`config.mk`:
```
export PLATFORM = sky130hd
export DESIGN_NAME = vga_scan_gen
export DESIGN_NICKNAME = d
export VERILOG_FILES = /design/src/rtl/vga_scan_gen.sv
export SDC_FILE = /design/constraint.sdc
export NUM_CORES = 1
export LEC_CHECK = 0
export CORE_UTILIZATION = 43
export CTS_CLUSTER_SIZE = 30
export DETAILED_ROUTE_END_ITERATION = 10
export GPL_TIMING_DRIVEN = 1
export PLACE_DENSITY = 0.8
export REMOVE_ABC_BUFFERS = 1
export SYNTH_ARGS = -nofsm -noshare
export SYNTH_HDL_FRONTEND = slang
export SYNTH_SLANG_ARGS = --single-unit
```
`constraint.sdc`:
```
create_clock -name Clk -period 2.3 [get_ports Clk]
set_input_delay 0.69 -clock Clk [delete_from_list [all_inputs] [get_ports Clk]]
set_output_delay 0.69 -clock Clk [all_outputs]
set_load 0.01 [all_outputs]
```
`src/rtl/vga_scan_gen.sv`:
```
// 640x480@60 VGA raster generator: divide-by-2 pixel enable, scan counters,
// and a registered DAC output stage one pixel behind DrawX/DrawY.

module vga_dac_lane (
  input  logic       Clk,
  input  logic       Reset,
  input  logic       en,
  input  logic       visible,
  input  logic [7:0] din,
  output logic [7:0] dout
);
  always_ff @(posedge Clk) begin
    if (Reset)   dout <= 8'h00;
    else if (en) dout <= visible ? din : 8'h00;
  end
endmodule

module vga_scan_gen #(
  parameter int H_VISIBLE = 640,
  parameter int H_FRONT   = 16,
  parameter int H_SYNC    = 96,
  parameter int H_BACK    = 48,
  parameter int V_VISIBLE = 480,
  parameter int V_FRONT   = 10,
  parameter int V_SYNC    = 2,
  parameter int V_BACK    = 33
) (
  input  logic       Clk,
  input  logic       Reset,
  input  logic [7:0] R_in,
  input  logic [7:0] G_in,
  input  logic [7:0] B_in,
  output logic [9:0] DrawX,
  output logic [9:0] DrawY,
  output logic       frame_clk,
  output logic       VGA_CLK,
  output logic       VGA_HS,
  output logic       VGA_VS,
  output logic       VGA_BLANK_N,
  output logic       VGA_SYNC_N,
  output logic [7:0] VGA_R,
  output logic [7:0] VGA_G,
  output logic [7:0] VGA_B
);
  localparam int NUM_CH = 3;

  localparam logic [9:0] H_VIS   = 10'(H_VISIBLE);
  localparam logic [9:0] H_LAST  = 10'(H_VISIBLE + H_FRONT + H_SYNC + H_BACK - 1);
  localparam logic [9:0] HS_BEG  = 10'(H_VISIBLE + H_FRONT);
  localparam logic [9:0] HS_END  = 10'(H_VISIBLE + H_FRONT + H_SYNC);
  localparam logic [9:0] V_VIS   = 10'(V_VISIBLE);
  localparam logic [9:0] V_VLAST = 10'(V_VISIBLE - 1);
  localparam logic [9:0] V_LAST  = 10'(V_VISIBLE + V_FRONT + V_SYNC + V_BACK - 1);
  localparam logic [9:0] VS_BEG  = 10'(V_VISIBLE + V_FRONT);
  localparam logic [9:0] VS_END  = 10'(V_VISIBLE + V_FRONT + V_SYNC);

  logic       pe;
  logic [9:0] h_cnt, v_cnt;
  logic       visible;

  logic [NUM_CH-1:0][7:0] rgb_in, rgb_out;

  assign visible = (h_cnt < H_VIS) && (v_cnt < V_VIS);

  always_ff @(posedge Clk) begin
    if (Reset) begin
      pe          <= 1'b0;
      h_cnt       <= '0;
      v_cnt       <= '0;
      VGA_HS      <= 1'b1;
      VGA_VS      <= 1'b1;
      VGA_BLANK_N <= 1'b0;
      frame_clk   <= 1'b0;
    end else begin
      pe <= ~pe;
      // Registered one cycle ahead so the pulse lines up with DrawY reaching V_VISIBLE.
      frame_clk <= pe && (h_cnt == H_LAST) && (v_cnt == V_VLAST);
      if (pe) begin
        if (h_cnt == H_LAST) begin
          h_cnt <= '0;
          v_cnt <= (v_cnt == V_LAST) ? '0 : v_cnt + 10'd1;
        end else begin
          h_cnt <= h_cnt + 10'd1;
        end
        VGA_HS      <= !((h_cnt >= HS_BEG) && (h_cnt < HS_END));
        VGA_VS      <= !((v_cnt >= VS_BEG) && (v_cnt < VS_END));
        VGA_BLANK_N <= visible;
      end
    end
  end

  assign rgb_in = {R_in, G_in, B_in};

  for (genvar c = 0; c < NUM_CH; c++) begin : g_lane
    vga_dac_lane u_lane (
      .Clk     (Clk),
      .Reset   (Reset),
      .en      (pe),
      .visible (visible),
      .din     (rgb_in[c]),
      .dout    (rgb_out[c])
    );
  end

  assign {VGA_R, VGA_G, VGA_B} = rgb_out;
  assign DrawX      = h_cnt;
  assign DrawY      = v_cnt;
  assign VGA_CLK    = pe;
  assign VGA_SYNC_N = 1'b0;
endmodule

```
# [Word-level counts from Yosys, hierarchy flattened]
# Index checks and enable logic that the tools add are counted.
[totals] out_inout_bits=50 inputBits=26 wordCells=35 regBits=49
[op_classes] reduce_logical=8 add_sub_neg=2 n_eq_ne=3 bitwise=1 n_mux=5 n_lt_le_gt_ge=6
[op_table] cell="8-bit two-way mux" n=3
[op_table] cell="10-bit by 1-bit adder with 10-bit output, second input constant" n=2
[op_table] cell="10-bit == test, second input constant" n=2
[op_table] cell="10-bit less-than comparator, second input constant" n=2
[op_table] cell="10-bit by 9-bit less-than comparator with 1-bit output, second input constant" n=2
[op_table] cell="10-bit two-way mux" n=2
[op_table] cell="10-bit by 9-bit == test with 1-bit output, second input constant" n=1
[op_table] cell="10-bit greater-or-equal comparator, second input constant" n=1
[op_table] cell="10-bit by 9-bit greater-or-equal comparator with 1-bit output, second input constant" n=1
[op_table] cell="1-bit logical AND" n=5
[op_table] cell="1-bit logical NOT" n=2
[op_table] cell="2-bit AND reduction" n=1
[op_table] cell="1-bit NOT" n=1

# [Depth between registers and ports, before layout]
[depth] ltp_word=3 ltp_mapped=6

# [Cells and area by module]
# Synthesis repeated with hierarchy kept, for this count alone.
[unflattened] cells_unflattened=248 area_unflattened_um2=2189.6
[by_module_without_submodules] module="vga_scan_gen" seq_area_each_um2=500.5 area_each_um2=1251.2 n_inst=1 cells_per_inst=143
[by_module_without_submodules] module="vga_dac_lane" seq_area_each_um2=160.2 area_each_um2=312.8 n_inst=3 cells_per_inst=35

# [Worst setup path before layout]
# No wires, ideal clock.
[synth_path] path_type="register to register" from="register h_cnt[0], in the netlist DrawX[0]" to="register v_cnt[2], in the netlist DrawY[2]" arrival_time_ns=1.629 setup_time_ns=0.070 stages_incl_launch_ff=7 required_time_ns=2.230 period_less_slack_ns=1.699 path_slack_ns=0.601 cell_sequence="dfxtp_1 -> ha_1 -> and3_1 -> nand4_4 -> buf_4 -> or3_1 -> a21oi_1"
[synth_via] elab_chain_len=2
[synth_rtl] item="start: declaration" line_no="58" source="logic [9:0] h_cnt, v_cnt;"
[synth_rtl] item="start signal: assignment" line_no="83" source="h_cnt <= h_cnt + 10'd1;"
[synth_rtl] item="10-bit == test" line_no="79" source="if (h_cnt == H_LAST) begin"
[synth_rtl] item="2-bit AND reduction (no source line)"
[synth_rtl] item="end signal: assignment" line_no="81" source="v_cnt <= (v_cnt == V_LAST) ? '0 : v_cnt + 10'd1;"
[synth_rtl] item="end: declaration" line_no="58"
# No other way between the ends.
# A chain may end at the register's enable or synchronous reset.

# [Worst setup path in the final report]
[layout_path] from="register pe, in the netlist VGA_CLK" to="output VGA_CLK"
[layout_rtl] item="start: declaration" line_no="57" source="logic pe;"
[layout_rtl] item="start signal: assignment" line_no="75" source="pe <= ~pe;"
[layout_rtl] item="end: declaration" line_no="36" source="output logic VGA_CLK,"
# No word-level cell between the ends.

==> results.yml <==
synthesis:
  synth.distinct_cells: 45
  yosys_warnings: 0
  netlist_top_cells_area: "dfxtp_1 50%, a22o_1 11%, nor2_1 2.7%"
  synth_largest_area_cell: "dfxtp_1"
  mappedNetlistArea_um2: 1980
  syn_avg_cell_area_um2: 10.0
  synthDominantCellAreaShare_pct: 49.6
  synth-edff-count: 0
  async_reset_ff_share_pct: 0
  ys_seq_area_share_pct: 49.6
  synth_ff_type: "dfxtp_1"
  syn-instance-count: 197
  ys_seq_elements: 49
die:
  start_util_pct: 45.1
  core_um2: 4380
  pin_count: 76
  die_area_um2: 4870
  fp.dieW_um: 69.8
  rows: 24
  die_h_um: 69.8
timing:
  skew_ns: 0.0110
  drv_slew: 0
  rsz0062_at_grt: "no"
  max_freq_mhz: 453
  min_period_over_period_pct: 95.9
  final-setup-viol-count: 0
  setup_tns_ns: 0
  hold_viol: 0
  period_needed_ns: 2.21
cells_and_area:
  final_common_cell: "clkdlybuf4s50_1"
  seq_area_um2: 981
  post-route-util_pct: 65.6
  fillers: 351
  layout_common_cells: "74 x clkdlybuf4s50_1, 49 x dfxtp_1, 24 x a22o_1"
  nets: 301
  diodes: 0
  area_growth_syn_to_layout_pct: 45.6
  drive_gt1_share_pct: 6.62
  multi_input_area_um2: 921
setup_path:
  start_kind: "flip-flop"
  rrSetupSlack_ns: 0.40
  worstPathRequired_ns: 1.61
  crit_type: "reg2out"
  crit_chain: "clkdlybuf4s50_1"
  crit_path_end_kind: "output pin"
  crit_arrival_ns: 1.52
  crit_slowest_cell: "clkdlybuf4s50_1"
  slowest_delay_ns: 0.62
  crit_buf_inv: 1
  cp_max_fo: 13
  critPathTopFamily: "buffers and inverters"
global_route:
  grt_max_degree: 27
  grt_pass1_vias: 1552
  grt_usage_pct: 19.8
  grt_pass1_wl_um: 7710
  antenna_found_initial: 0
  grt_overflow_total: 0
clock_tree:
  ctsResizeCount: 0
  cts.path.max_buffers: 2
  cts_setup_buffers: 0
  ctsHoldBuffers: 0
  cts_num_sinks: 49
  cts-buffers-inserted: 5
  cts-root-buf: "clkbuf_8"
  clkTransAtPathRegs_ns: 0.09
  clock_latency_ns: 0.31
  cts_tree: "built"
  htreeDepth: 2
routing:
  drt_iter0_drc: 130
  dr.pass1.iters: 4
  wl_um: 4810
  vias_per_cell: 5.38
  routedWlPerCell_um: 14.8
  ant_nets: 0
  drc: 0
  num_vias: 1744
pwr:
  p_leak_uw: 0.00107
  ir_drop_mv: 0.462
  powerDensity_nw_per_um2: 597
placed_design:
  port_buffers: 74
  dp_hpwl_um: 3310
  place.gp.congestion: 0.821
status:
  status: "finished clean"
flow_run:
  maxCapViolCount: 0
hold_path:
  hp-class: "reg2reg"
[layer usage]
| layer | GRT usage, % | up-vias | wire length [µm] |
|---|---|---|---|
| li1 | - | 870 | - |
| met1 | 27.1 | 816 | 2230 |
| met2 | 30.1 | 48 | 2290 |
| met3 | 4.51 | 10 | 175 |
| met4 | 7.78 | 0 | 110 |
| met5 | 0 | - | 0 |
[report_power, final]
| part | internal (µW) | leakage [µW] | switching [µW] | total (µW) |
|---|---|---|---|---|
| Clock | 326 | 0.0000585 | 298 | 624 |
| Sequential | 879 | 0.000399 | 23.0 | 902 |
| Combinational | 120 | 0.000608 | 70.7 | 191 |
| Total | 1330 | 0.00107 | 392 | 1720 |
[worst paths after layout]
kind	start	to	cells after the start
max	VGA_CLK	VGA_CLK	1
min	VGA_BLANK_N	VGA_BLANK_N	1
max reg2reg	DrawX[1]	DrawY[9]	5
min reg2reg	VGA_BLANK_N	VGA_BLANK_N	1
[final cells by class]
cell class                      instances  area share [%]
Clock buffer                            5            2.39
Clock inverter                          3            1.52
Inverter                                6           0.783
Multi-Input combinational cell        132            32.0
Sequential cell                        49            34.1
Tap cell                               52            2.26
Timing Repair Buffer                   77            27.0
[flip-flops by register name, indices dropped and copies added, names as in the netlist]
register,count
g_lane.u_lane.dout,24
DrawX,10
DrawY,10
VGA_BLANK_N,1
VGA_CLK,1
VGA_HS,1
VGA_VS,1
frame_clk,1
[cell families after synthesis]
kind of cell,share of synthesized area (%)
AND/OR/NAND/NOR,20.6
XOR/XNOR,3.99
AO/OA/AOI/OAI,18.7
flip-flops,49.6
adder cells (fa/ha/maj),2.53
buffers and inverters,3.80
other,0.190
multiplexers,0.570
[cells in the mapped netlist, drive strengths merged (2+ instances only)]
master  count
dfxtp      49
and3        4
a221o       2
nand4       5
o21ai       4
nand2      12
clkbuf      7
a22o       24
nor4        3
a21oi       7
or4         2
nand3       7
nor2       14
nor3        7
xnor2       5
o31ai       2
nand2b      2
xor2        4
ha          4
inv         6
or3         4
buf         3
nor4b       2
[per-stage QoR]
step	instances	hold WS [ns]	power (µW)	worst slack [ns]	instance area [µm²]
2_1_floorplan	187	0.497	983	0.327	1920
3_3_place_gp	316	0.437	1110	0.261	2770
3_5_place_dp	316	0.456	1110	0.209	2770
4_1_cts	324	0.484	1730	0.0901	2880
5_1_grt	324	0.505	1780	0.0203	2880
6_report	324	0.477	1720	0.0932	2880
No activity file was read; power rests on OpenSTA's default activity.
